==> config.mk <==
export PLATFORM = sky130hd
export DESIGN_NAME = voice_mixer
export DESIGN_NICKNAME = d
export VERILOG_FILES = /design/src/rtl/voice_mixer.sv
export SDC_FILE = /design/constraint.sdc
export NUM_CORES = 1
export LEC_CHECK = 0
export ABC_AREA = 1
export CORE_AREA = 2 2 148 150
export DETAILED_ROUTE_END_ITERATION = 12
export DIE_AREA = 0 0 150 152
export DONT_BUFFER_PORTS = 1
export HOLD_SLACK_MARGIN = 0.03
export PLACE_DENSITY = 0.88
export SYNTH_ARGS = -nofsm -noshare
export SYNTH_HDL_FRONTEND = slang
export SYNTH_SLANG_ARGS = --single-unit
==> constraint.sdc <==
create_clock -name Clk -period 6.35 [get_ports Clk]
set_input_delay 1.27 -clock Clk [delete_from_list [all_inputs] [get_ports Clk]]
set_output_delay 1.27 -clock Clk [all_outputs]
set_load 0.02 [all_outputs]
==> src/rtl/voice_mixer.sv <==
// Per-sample voice mixer: snapshots the voice bank on each synchronized lrck rise,
// sums the voices serially, applies a Q1.7 master gain, saturates, and holds the result.
module voice_mixer #(
    parameter int NUM_VOICES  = 4,
    parameter int SYNC_STAGES = 2,
    parameter int CLIP_HOLD   = 25000000
) (
    input  logic                       Clk,
    input  logic                       Reset_n,
    input  logic                       lrck,
    input  logic [NUM_VOICES*16-1:0]   voice_in,
    input  logic [7:0]                 gain,
    input  logic                       mute,
    output logic [15:0]                out_l,
    output logic [15:0]                out_r,
    output logic                       sample_valid,
    output logic                       clip,
    output logic                       overrun,
    output logic [1:0]                 fsm_state
);

    localparam int AW = 16 + $clog2(NUM_VOICES);
    localparam int PW = AW + 9;
    localparam int IW = (NUM_VOICES > 1) ? $clog2(NUM_VOICES) : 1;
    localparam int CW = $clog2(CLIP_HOLD + 1);

    localparam logic [1:0] S_IDLE = 2'd0;
    localparam logic [1:0] S_ACC  = 2'd1;
    localparam logic [1:0] S_MUL  = 2'd2;
    localparam logic [1:0] S_OUT  = 2'd3;

    logic [SYNC_STAGES-1:0] lrck_sync;
    logic                   lrck_q;
    logic                   tick;

    logic [1:0]             state;
    logic signed [15:0]     voice_q [NUM_VOICES];
    logic [7:0]             gain_q;
    logic                   mute_q;
    logic [IW-1:0]          idx;
    logic signed [AW-1:0]   acc;
    logic signed [PW-1:0]   prod;
    logic                   clip_evt;
    logic [CW-1:0]          hold_cnt;

    logic signed [15:0]     voice_sel;
    logic signed [AW-1:0]   voice_ext;
    logic signed [PW-1:0]   acc_ext;
    logic signed [PW-1:0]   gain_ext;
    logic signed [PW-1:0]   mul;
    logic signed [PW-1:0]   scaled;
    logic                   in_range;
    logic                   sat_hit;
    logic [15:0]            out_val;

    assign tick      = lrck_sync[SYNC_STAGES-1] & ~lrck_q;
    assign fsm_state = state;
    assign clip      = (hold_cnt != '0) | clip_evt;

    always_ff @(posedge Clk or negedge Reset_n) begin
        if (!Reset_n) begin
            lrck_sync <= '0;
            lrck_q    <= 1'b0;
        end else begin
            lrck_sync <= {lrck_sync[SYNC_STAGES-2:0], lrck};
            lrck_q    <= lrck_sync[SYNC_STAGES-1];
        end
    end

    // Gain is unsigned, so a zero sign bit is prepended before the signed multiply.
    always_comb begin
        voice_sel = voice_q[idx];
        voice_ext = AW'(voice_sel);
        acc_ext   = PW'(acc);
        gain_ext  = PW'($signed({1'b0, gain_q}));
        mul       = acc_ext * gain_ext;
        scaled    = prod >>> 7;
        in_range  = (&scaled[PW-1:15]) | ~(|scaled[PW-1:15]);
        sat_hit   = ~in_range & ~mute_q;
        out_val   = 16'h0000;
        if (!mute_q) begin
            if (in_range)
                out_val = scaled[15:0];
            else
                out_val = scaled[PW-1] ? 16'h8000 : 16'h7FFF;
        end
    end

    always_ff @(posedge Clk or negedge Reset_n) begin
        if (!Reset_n) begin
            state        <= S_IDLE;
            for (int k = 0; k < NUM_VOICES; k++) voice_q[k] <= '0;
            gain_q       <= '0;
            mute_q       <= 1'b0;
            idx          <= '0;
            acc          <= '0;
            prod         <= '0;
            out_l        <= '0;
            out_r        <= '0;
            sample_valid <= 1'b0;
            clip_evt     <= 1'b0;
            overrun      <= 1'b0;
        end else begin
            sample_valid <= 1'b0;
            clip_evt     <= 1'b0;
            // Any tick outside IDLE (including the OUT cycle) is dropped.
            if (tick && state != S_IDLE)
                overrun <= 1'b1;
            case (state)
                S_IDLE: begin
                    if (tick) begin
                        for (int k = 0; k < NUM_VOICES; k++)
                            voice_q[k] <= voice_in[16*k +: 16];
                        gain_q <= gain;
                        mute_q <= mute;
                        acc    <= '0;
                        idx    <= '0;
                        state  <= S_ACC;
                    end
                end
                S_ACC: begin
                    acc <= acc + voice_ext;
                    idx <= idx + IW'(1);
                    if (idx == IW'(NUM_VOICES - 1))
                        state <= S_MUL;
                end
                S_MUL: begin
                    prod  <= mul;
                    state <= S_OUT;
                end
                S_OUT: begin
                    out_l        <= out_val;
                    out_r        <= out_val;
                    sample_valid <= 1'b1;
                    clip_evt     <= sat_hit;
                    state        <= S_IDLE;
                end
                default: state <= S_IDLE;
            endcase
        end
    end

    // clip_evt lands with sample_valid; the counter then covers the remaining hold.
    always_ff @(posedge Clk or negedge Reset_n) begin
        if (!Reset_n)
            hold_cnt <= '0;
        else if (clip_evt)
            hold_cnt <= CW'(CLIP_HOLD - 1);
        else if (hold_cnt != '0)
            hold_cnt <= hold_cnt - CW'(1);
    end

endmodule
After elaboration in Yosys (flattened, before gate mapping)
Cells that the tools add are included.
W data, S select, Z words.
{"block": "word_totals", "in_bits": 76, "wordCells": 65, "reg_bits": 169, "out_inout_bits": 37}
{"block": "op_classes", "bitwise": 9, "n_reduce_logical": 11, "addsub": 3, "muxes": 17, "order_cmp": 1, "mul": 1, "n_eq_ne": 6}
{"op": "$mux W16", "count": 5}
{"op": "$mux W25", "count": 2}
{"op": "$pmux W18 S2", "count": 1}
{"op": "$bmux W16 S2", "count": 1}
{"op": "$mul A18 B9 Y27", "count": 1}
{"op": "$reduce_bool A25 Y1", "count": 1}
{"op": "$sub A25 B1 Y25 const B", "count": 1}
{"op": "$add A18 B16 Y18", "count": 1}
{"op": "$mux W18", "count": 1}
{"op": "$pmux W2 S4", "count": 1}
{"op": "$eq A2 B2 Y1 const B", "count": 3}
{"op": "$mux W2", "count": 3}
{"op": "$reduce_and A2 Y1", "count": 3}
{"op": "$reduce_bool A2 Y1", "count": 3}
{"op": "$reduce_and A5 Y1", "count": 1}
{"op": "$reduce_or A5 Y1", "count": 1}
{"op": "$ne A2 B2 Y1 const B", "count": 2}
{"op": "$not A1 Y1", "count": 4}
{"op": "$pmux W2 S2", "count": 1}
{"op": "$ge A3 B3 Y1 const B", "count": 1}
{"op": "$not A2 Y3", "count": 1}
{"op": "$add A2 B1 Y2 const B", "count": 1}
{"op": "$and A1 B1 Y1", "count": 2}
{"op": "$eq A2 B1 Y1 const B", "count": 1}
{"op": "4 further kinds", "count": 6}

Logic depth before layout (Yosys ltp)
Gate-level depths: netlist of run 1.
{"block": "depth", "depth_word": 6, "depth_mapped": 26, "mapped_depth_nobuf": 24}

Worst setup path after synthesis of run 1
Ideal clock, no wire load.
{"block": "synth_timing", "kind": "flip-flop to flip-flop", "from": "register gain_q[2]", "to": "register prod[24]", "stages_incl_launch_ff": 19, "synth_period_minus_slack_ns": 4.423, "slack_ns": 1.927, "setup_ns": 0.118, "arrival_time_ns": 4.305, "path_buffers": 2, "t_required_ns": 6.232, "path_cell_list": "dfrtp_1 -> clkbuf_1 -> buf_1 -> nand2_1 -> fa_1 -> inv_1 -> fa_1 -> fa_1 -> inv_1 -> fa_1 -> inv_1 -> ha_1 -> nand2_1 -> nor4_1 -> nand3_1 -> nand2_1 -> nand2_1 -> nand3_1 -> nand2_1"}
{"block": "synth_between", "elab_chain_cells": 1}
{"element": "start, declared", "line_no": "38", "rtl": "logic [7:0] gain_q;"}
{"element": "start signal, assigned", "line_no": "114", "rtl": "gain_q <= gain;"}
{"element": "$mul A18 B9 Y27", "line_no": "76", "rtl": "mul = acc_ext * gain_ext;"}
{"element": "end signal, assigned", "line_no": "128", "rtl": "prod <= mul;"}
{"element": "end, declared", "line_no": "42", "rtl": "logic signed [PW-1:0] prod;"}
No other way between the ends.
A chain may end at the register's enable or synchronous reset.

Worst setup path in the final report of run 1
{"block": "layout_timing", "from": "register gain_q[0]", "to": "register prod[24]"}
The elaborated chain is that of the path after synthesis.

==> impl_summary.log, run 1 <==
[metrics] total nets after synthesis: 2099
[metrics] sum of negative setup slack: 0 ns
[metrics] post-CTS setup-driven buffer insertion count: 0
[metrics] cell area after synthesis: 13600 um2
[metrics] flops & latches, synth: 162
[metrics] Fill cells: 1753
[metrics] buffer levels on the longest clock path: 2
[metrics] Final Hold Violating Endpoints: 0
[metrics] Yosys top cell area share: 0.297
[metrics] sum of overflow across all layers after global routing: 0
[metrics] final setup violation count: 0
[metrics] reg2reg end: prod[24]$_DFFE_PN0P_
[metrics] highest-delay cell along the critical path: sky130_fd_sc_hd__dfrtp_1
[metrics] clock period minus final worst setup slack: between 5 and 6 ns
[metrics] data required time at the worst endpoint: roughly 6.7 ns
[metrics] largest clock skew in the final design: about 0.024 ns
[metrics] Buffers on Ports: 0
[metrics] Least-Margin Pin Slew: just over 1 ns
[metrics] # DRC: 0
[metrics] diodes inserted: 0
[metrics] total via count in the routed design: 11300
[metrics] worst-case setup margin in the final layout: roughly 1.3 ns
[metrics] post-cts sizing count: 0
[metrics] H-tree depth reported by CTS: 4
[metrics] critical path launch point: gain_q[0]$_DFFE_PN0P_
[metrics] R2R depth: 16
[metrics] number of slew-limit violations in the final report: 0
[metrics] height of the die: around 150 um
[metrics] standard cell core area: approximately 21000 um2
[metrics] setup slack of the worst register-to-register path: approximately 1.3 ns
[metrics] Hold Crit Class: flip-flop to flip-flop
[metrics] cell type with the largest total area after synthesis: sky130_fd_sc_hd__dfrtp_1
[metrics] capture point of the worst path: prod[24]$_DFFE_PN0P_
[metrics] wirelength, routed: ~33 mm
[metrics] gate count of the mapped netlist: ~1800
[metrics] number of vias per cell after detailed routing: roughly 5.5
[metrics] average routed wire per standard cell: 15.7 um
[metrics] Die Area: around 23000 um2
[metrics] pre-CTS setup slack: around 1.3 ns
[metrics] Die X-Extent: ~150 um
[metrics] total clock sinks: 162
[metrics] initial antenna violation count: 0
[metrics] launch instance of the worst register-to-register path: gain_q[0]$_DFFE_PN0P_
[metrics] Final ANT Viol Nets: 0
[metrics] first-pass GRT wire length: 55.4 mm
[metrics] distinct cell type count after synthesis: 40
[metrics] highest achievable clock rate: around 200 MHz
[metrics] syn_area_per_cell: 7.43 um2
[metrics] root buf cell: sky130_fd_sc_hd__clkbuf_16
[metrics] hold buffers post-CTS: 0
[metrics] number of warnings issued by yosys: 0
[metrics] number of global-route vias before repair: about 12000
[metrics] Routability Congestion: 0.930
[metrics] total CTS buffers: 17
[metrics] top cells by area in the synthesized netlist: sky130_fd_sc_hd__dfrtp_1 30%, sky130_fd_sc_hd__fa_1 17%, sky130_fd_sc_hd__nand2_1 16%
[metrics] crit path max fanout: 18
[metrics] RSZ-0062 raised after global routing: false
[metrics] final clock period utilization by the worst path: 0.798
[metrics] sequential area share after synthesis: 0.297
[metrics] clock latency on the worst-skew pair: 0.44 ns
[metrics] kind of critical path: flip-flop to flip-flop
[metrics] type of element launching the critical path: flip-flop
[metrics] TritonCTS clock tree: built
[metrics] most common cell type on the critical path: sky130_fd_sc_hd__nand2_1
[metrics] final HPWL from detailed placement: 24.7 mm
[metrics] largest net degree at the start of global routing: ~160
[metrics] arrival time at the worst endpoint: 5.41 ns
[metrics] Critical Path, Cell by Cell: nand2_1 -> fa_1 -> inv_1 -> fa_1 -> fa_1 -> inv_1 -> fa_1 -> inv_1 -> ha_1 -> nand2_1 -> nor4_1 -> nand3_1 -> nand2_1 -> nand2_1 -> nand3_1 -> nand2_1
[metrics] Placement Rows: 54
[metrics] layout net count: roughly 2000
[metrics] area grow syn2layout: 4.44%
[metrics] share of cells above drive strength 1: 0.0263
[metrics] I/O Pins: about 110
[metrics] drt first pass iters: 6
[metrics] type of destination of the critical path: flip-flop
[metrics] number of DRC markers after the initial detailed-route iteration: between 800 and 900
[metrics] overall track demand over capacity in global routing: 0.302
[metrics] initial standard-cell utilization of the core: 0.639
[metrics] worst slew margin relative to its limit: 0.301
[metrics] maxcap violations: 0
[metrics] result of the run: finished clean
[metrics] maximum cell stage delay along the critical path: a little under 0.8 ns
[metrics] clock-pin transition on the worst setup and hold timing paths: roughly 0.08 ns
## layout make-up
| type | instances | area (um2) | area share |
|---|---|---|---|
| Sequential cell | 162 | 4050 | 0.285 |
| Inverter | 352 | 1320 | 0.0928 |
| Timing Repair Buffer | 2 | 15.0 | 0.00105 |
| Multi-Input combinational cell | 1237 | 7870 | 0.552 |
| Tap cell | 280 | 350 | 0.0246 |
| Clock inverter | 15 | 206 | 0.0145 |
| Clock buffer | 17 | 425 | 0.0299 |
## stage by stage
step / instances / cell area (um2) / hold WS, ns / util
5_1_grt: 2065 / 14200 / 0.395 / 0.667
4_1_cts: 2065 / 14200 / 0.365 / 0.667
2_1_floorplan: 1836 / 13600 / 0.331 / -
6_report: 2065 / 14200 / 0.354 / 0.667
3_3_place_gp: 2033 / 13600 / 0.342 / 0.637
3_5_place_dp: 2033 / 13600 / 0.342 / 0.637
## cells by family after synthesis
group | count (synthesis) | synth area share
buf+inv | 437 | 0.126
flops | 162 | 0.297
compound gates | 214 | 0.0855
xor+xnor | 25 | 0.0161
fa+ha+maj | 187 | 0.234
simple gates | 811 | 0.240
## how the worst min path moves through the flow
stage | start | end | slack (ns) | depth (start not counted)
2_1_floorplan | lrck_sync[0]$_DFF_PN0_ | lrck_sync[1]$_DFF_PN0_ | 0.33 | 0
3_3_place_gp | lrck_sync[0]$_DFF_PN0_ | lrck_sync[1]$_DFF_PN0_ | 0.34 | 0
3_5_place_dp | lrck_sync[0]$_DFF_PN0_ | lrck_sync[1]$_DFF_PN0_ | 0.34 | 0
4_1_cts | lrck_sync[0]$_DFF_PN0_ | lrck_sync[1]$_DFF_PN0_ | 0.37 | 0
5_1_grt | lrck_sync[0]$_DFF_PN0_ | lrck_sync[1]$_DFF_PN0_ | 0.39 | 0
6_report | lrck_sync[0]$_DFF_PN0_ | lrck_sync[1]$_DFF_PN0_ | 0.35 | 0
## synthesized netlist by cell type (all sizes together)
library cell,count
a211oi,1
a21o,2
a21oi,55
a22o,2
a31oi,4
a41oi,2
and2,2
and3,1
buf,27
clkbuf,58
clkinv,1
dfrtp,162
fa,114
ha,73
inv,351
nand2,585
nand3,61
nand3b,5
nand4,12
nor2,111
nor3,20
nor4,10
o21a,4
o21ai,114
o21ba,1
o21bai,4
o22ai,16
o31ai,9
or2,3
or3,1
xnor2,10
xor2,15
## critical path, delay by kind of cell (launching register included)
kind	cells	cell delay, ns
buf+inv	3	0.20
flops	1	0.78
fa+ha+maj	5	2.66
simple gates	8	1.35
## flip-flops by register name (all words and copies together), names as in the netlist
register      cells
overrun           1
gain_q            8
sample_valid      1
prod             20
clip_evt          1
idx               2
out_r            16
mute_q            1
lrck_q            1
lrck_sync         2
fsm_state         2
hold_cnt         25
voice_q          64
acc              18
## layout by cell type, fill, tap and decap left out, types with 2 or more instances in the layout
cell | synthesis | final
sky130_fd_sc_hd__nand3_1 | 61 | 61
sky130_fd_sc_hd__buf_4 | 16 | 2
sky130_fd_sc_hd__nor4_1 | 9 | 9
sky130_fd_sc_hd__dfrtp_1 | 162 | 162
sky130_fd_sc_hd__o22ai_1 | 16 | 16
sky130_fd_sc_hd__o21ai_0 | 114 | 114
sky130_fd_sc_hd__nand2_1 | 583 | 583
sky130_fd_sc_hd__o21bai_1 | 4 | 4
sky130_fd_sc_hd__o21a_1 | 4 | 4
sky130_fd_sc_hd__ha_1 | 73 | 73
sky130_fd_sc_hd__inv_1 | 347 | 347
sky130_fd_sc_hd__o31ai_1 | 9 | 9
sky130_fd_sc_hd__inv_6 | 0 | 2
sky130_fd_sc_hd__fa_1 | 114 | 114
sky130_fd_sc_hd__nand4_1 | 12 | 12
sky130_fd_sc_hd__inv_8 | 0 | 3
sky130_fd_sc_hd__nand2_4 | 2 | 2
sky130_fd_sc_hd__xnor2_1 | 10 | 10
sky130_fd_sc_hd__a31oi_1 | 4 | 4
sky130_fd_sc_hd__and2_1 | 2 | 2
sky130_fd_sc_hd__a41oi_1 | 2 | 2
sky130_fd_sc_hd__clkinv_8 | 0 | 8
sky130_fd_sc_hd__nor2_1 | 111 | 110
sky130_fd_sc_hd__inv_2 | 4 | 4
sky130_fd_sc_hd__a22o_1 | 2 | 2
sky130_fd_sc_hd__a21o_1 | 2 | 2
sky130_fd_sc_hd__a21oi_1 | 55 | 55
sky130_fd_sc_hd__or2_2 | 3 | 3
sky130_fd_sc_hd__nor3_1 | 19 | 19
sky130_fd_sc_hd__nand3b_1 | 5 | 5
sky130_fd_sc_hd__xor2_1 | 15 | 15
sky130_fd_sc_hd__clkbuf_16 | 0 | 17
## per-layer routing
layer	global-route usage	share of wire	vias to the layer above
met1	0.378	0.40	5380
met2	0.520	0.50	410
li1	-	-	5449
met3	0.0583	0.069	82
met4	0.110	0.030	0
met5	0	0	-
Power of run 1 is left out: the tool's default activity adds up to more than one toggle a clock period on the data nets, which glitch-free logic cannot reach.
==> run 2, diff against run 1 <==
- CORE_AREA: 2 2 148 150 -> 2 2 156 158
- DIE_AREA: 0 0 150 152 -> 0 0 158 160
- PLACE_DENSITY: 0.88 -> 0.84
- clock period: 6.35 -> 4.38 ns (I/O delays scaled with it)
==> impl_summary.log, run 2 (synthesis gave the netlist of run 1 again) <==
[metrics] wirelength, routed: 35.1 mm (was 32.5 mm)
[metrics] standard cell core area: 23800 um2 (was 21400 um2)
[metrics] height of the die: 160 um (was 152 um)
[metrics] highest achievable clock rate: 228 MHz (was 197 MHz)
[metrics] crit path max fanout: 8 (was 18)
[metrics] total CTS buffers: 17 (unchanged)
[metrics] largest clock skew in the final design: 0.0164 ns (was 0.0235 ns)
[metrics] Final Hold Violating Endpoints: 0 (unchanged)
[metrics] most used cells in the layout excluding fill and tap cells: 554 x sky130_fd_sc_hd__nand2_1, 336 x sky130_fd_sc_hd__inv_1, 144 x sky130_fd_sc_hd__dfrtp_1 (was 583 x sky130_fd_sc_hd__nand2_1, 347 x sky130_fd_sc_hd__inv_1, 162 x sky130_fd_sc_hd__dfrtp_1)
[metrics] layer with the highest usage after global routing: met2 (unchanged)
[metrics] average routed wire per standard cell: 16.0 um (was 15.7 um)
[metrics] result of the run: finished with violations (was finished clean)
[metrics] number of global-route vias before repair: 11800 (about the same)
[metrics] area grow syn2layout: 14.2% (was 4.44%)
[metrics] layout net count: 2117 (was 2035)
[metrics] initial standard-cell utilization of the core: 0.572 (was 0.639)
[metrics] clock-pin transition on the worst setup and hold timing paths: 0.08 ns (about the same)
[metrics] Critical Path, Cell by Cell: clkbuf_16 -> nand2_1 -> inv_1 -> fa_1 -> fa_1 -> fa_1 -> fa_1 -> ha_4 -> nand2_4 -> nor2_4 -> inv_1 -> nor3_2 -> nand2_1 -> nand2_1 -> xor2_1 -> nand2_1 -> nand2_1 (was nand2_1 -> fa_1 -> inv_1 -> fa_1 -> fa_1 -> inv_1 -> fa_1 -> inv_1 -> ha_1 -> nand2_1 -> nor4_1 -> nand3_1 -> nand2_1 -> nand2_1 -> nand3_1 -> nand2_1)
[metrics] number of flip-flops in the largest register: 64 (unchanged)
[metrics] final HPWL from detailed placement: 24.3 mm (was 24.7 mm)
[metrics] maximum cell stage delay along the critical path: 0.57 ns (was 0.78 ns)
[metrics] kind of critical path: flip-flop to flip-flop (unchanged)
[metrics] H-tree depth reported by CTS: 4 (unchanged)
[metrics] type of destination of the critical path: flip-flop (unchanged)
[metrics] final setup violation count: 1 (was 0)
[metrics] Fill cells: 1886 (was 1753)
[metrics] number of vias per cell after detailed routing: 5.50 (was 5.48)
[metrics] maxcap violations: 0 (unchanged)
[metrics] # DRC: 0 (unchanged)
[metrics] final clock period utilization by the worst path: 1.00 (was 0.798)
[metrics] total via count in the routed design: 12000 (was 11300)
[metrics] R2R depth: 17 (was 16)
[metrics] pre-CTS setup slack: -0.171 ns (was 1.30 ns)
[metrics] launch instance of the worst register-to-register path: gain_q[5]$_DFFE_PN0P_ (was gain_q[0]$_DFFE_PN0P_)
[metrics] Die Area: 25300 um2 (was 22800 um2)
[metrics] Largest Register: voice_q (unchanged)
[metrics] largest net degree at the start of global routing: 163 (unchanged)
[metrics] overall track demand over capacity in global routing: 0.266 (was 0.302)
[metrics] first-pass GRT wire length: 54.3 mm (was 55.4 mm)
[metrics] initial antenna violation count: 0 (unchanged)
[metrics] I/O Pins: 113 (unchanged)
[metrics] Placed Instance Area: 14200 um2 (was 13600 um2)
[metrics] met2 routing resource usage after global routing: 0.459 (was 0.520)
[metrics] type of element launching the critical path: flip-flop (unchanged)
[metrics] highest-delay cell along the critical path: sky130_fd_sc_hd__fa_1 (was sky130_fd_sc_hd__dfrtp_1)
[metrics] met3 track utilization from global routing: 0.0372 (was 0.0583)
[metrics] drt first pass iters: 6 (unchanged)
[metrics] clock period minus final worst setup slack: 4.39 ns (was 5.07 ns)
[metrics] Least-Margin Pin Slew: 1.05 ns (was 1.04 ns)
[metrics] worst-case setup margin in the final layout: -0.00787 ns (was 1.28 ns)
[metrics] failing checks: setup timing
[metrics] Final ANT Viol Nets: 0 (unchanged)
[metrics] share of cells above drive strength 1: 0.132 (was 0.0263)
[metrics] Buffers on Ports: 0 (unchanged)
[metrics] sum of negative setup slack: -0.00787 ns (was 0 ns)
[metrics] sum of overflow across all layers after global routing: 0 (unchanged)
[metrics] leading registers by flop count: voice_q x64, hold_cnt x25, prod x20 (unchanged)
[metrics] Placement Rows: 57 (was 54)
[metrics] most common cell type on the critical path: sky130_fd_sc_hd__nand2_1 (unchanged)
[metrics] reg2reg end: prod[17]$_DFFE_PN0P_ (was prod[24]$_DFFE_PN0P_)
[metrics] Hold Crit Class: input pin to async pin (was flip-flop to flip-flop)
[metrics] number of DRC markers after the initial detailed-route iteration: 979 (was 817)
[metrics] RSZ-0062 raised after global routing: true (was false)
[metrics] Die X-Extent: 158 um (was 150 um)
[metrics] arrival time at the worst endpoint: 4.77 ns (was 5.41 ns)
[metrics] worst slew margin relative to its limit: 0.293 (was 0.301)
[metrics] Routability Congestion: 0.941 (was 0.930)
[metrics] TritonCTS clock tree: built (unchanged)
[metrics] data required time at the worst endpoint: 4.76 ns (was 6.69 ns)
[metrics] post-route cell area: 15600 um2 (was 14200 um2)
[metrics] root buf cell: sky130_fd_sc_hd__clkbuf_16 (unchanged)
[metrics] final design utilization: 0.654 (was 0.667)
[metrics] met1 Resource Use GR: 0.337 (was 0.378)
[metrics] buffer levels on the longest clock path: 2 (unchanged)
[metrics] setup slack of the worst register-to-register path: -0.008 ns (was 1.28 ns)
[metrics] clock latency on the worst-skew pair: 0.45 ns (was 0.44 ns)
[metrics] total clock sinks: 162 (unchanged)
[metrics] number of slew-limit violations in the final report: 0 (unchanged)
[metrics] most common cell after layout, fill and taps aside: sky130_fd_sc_hd__nand2_1 (unchanged)
[metrics] diodes inserted: 0 (unchanged)
run 2: how the worst max path moves through the flow:
stage                                from                   end  slack (ns)
floorplan           gain_q[3]$_DFFE_PN0P_  prod[26]$_DFFE_PN0P_        0.02
global placement    gain_q[4]$_DFFE_PN0P_  prod[17]$_DFFE_PN0P_       -0.16
detailed placement  gain_q[4]$_DFFE_PN0P_  prod[17]$_DFFE_PN0P_       -0.17
CTS                    acc[6]$_DFFE_PN0P_  prod[13]$_DFFE_PN0P_       0.008
global route        gain_q[2]$_DFFE_PN0P_  prod[17]$_DFFE_PN0P_       -0.17
finish              gain_q[5]$_DFFE_PN0P_  prod[17]$_DFFE_PN0P_      -0.008
run 2: stage by stage:
stage               instances  hold slack (ns)
global route             2191            0.107
CTS                      2174            0.113
detailed placement       2140            0.337
global placement         2140            0.341
finish                   2191            0.116
floorplan                1836            0.331
run 2: area by class of cell:
cell class | instances | area (um2) | share of cell area
inverter | 352 | 1320 | 0.0849
multi-input combinational | 1237 | 8410 | 0.540
timing repair buffer | 84 | 734 | 0.0472
sequential | 162 | 4080 | 0.262
tap | 324 | 405 | 0.0260
clock inverter | 15 | 196 | 0.0126
clock buffer | 17 | 425 | 0.0273
run 2: worst max-delay path, delay by kind of cell (launching register included):
| family | cells | cell delay, ns |
|---|---|---|
| adders and majority gates | 5 | 2.42 |
| DFF | 1 | 0.49 |
| xor gates and xnor gates | 1 | 0.17 |
| and+or+nand+nor | 8 | 0.89 |
| buffers and inverters | 3 | 0.33 |
run 2: layer usage:
layer | up-vias | share of wire
li1 | 5617 | -
met1 | 5751 | 0.39
met2 | 542 | 0.50
met3 | 134 | 0.064
met4 | 0 | 0.049
met5 | - | 0
run 2: repair_timing:
| action | in CTS | in global routing |
|---|---|---|
| setup buffers | 2 | 15 |
| pin swaps | 1 | 60 |
| resized for setup | 11 | 143 |
| gates cloned | 0 | 3 |
| hold buffers | 0 | 0 |
| endpoints found under the setup margin | 17 | 17 |
Power of run 2 is left out for the same reason.
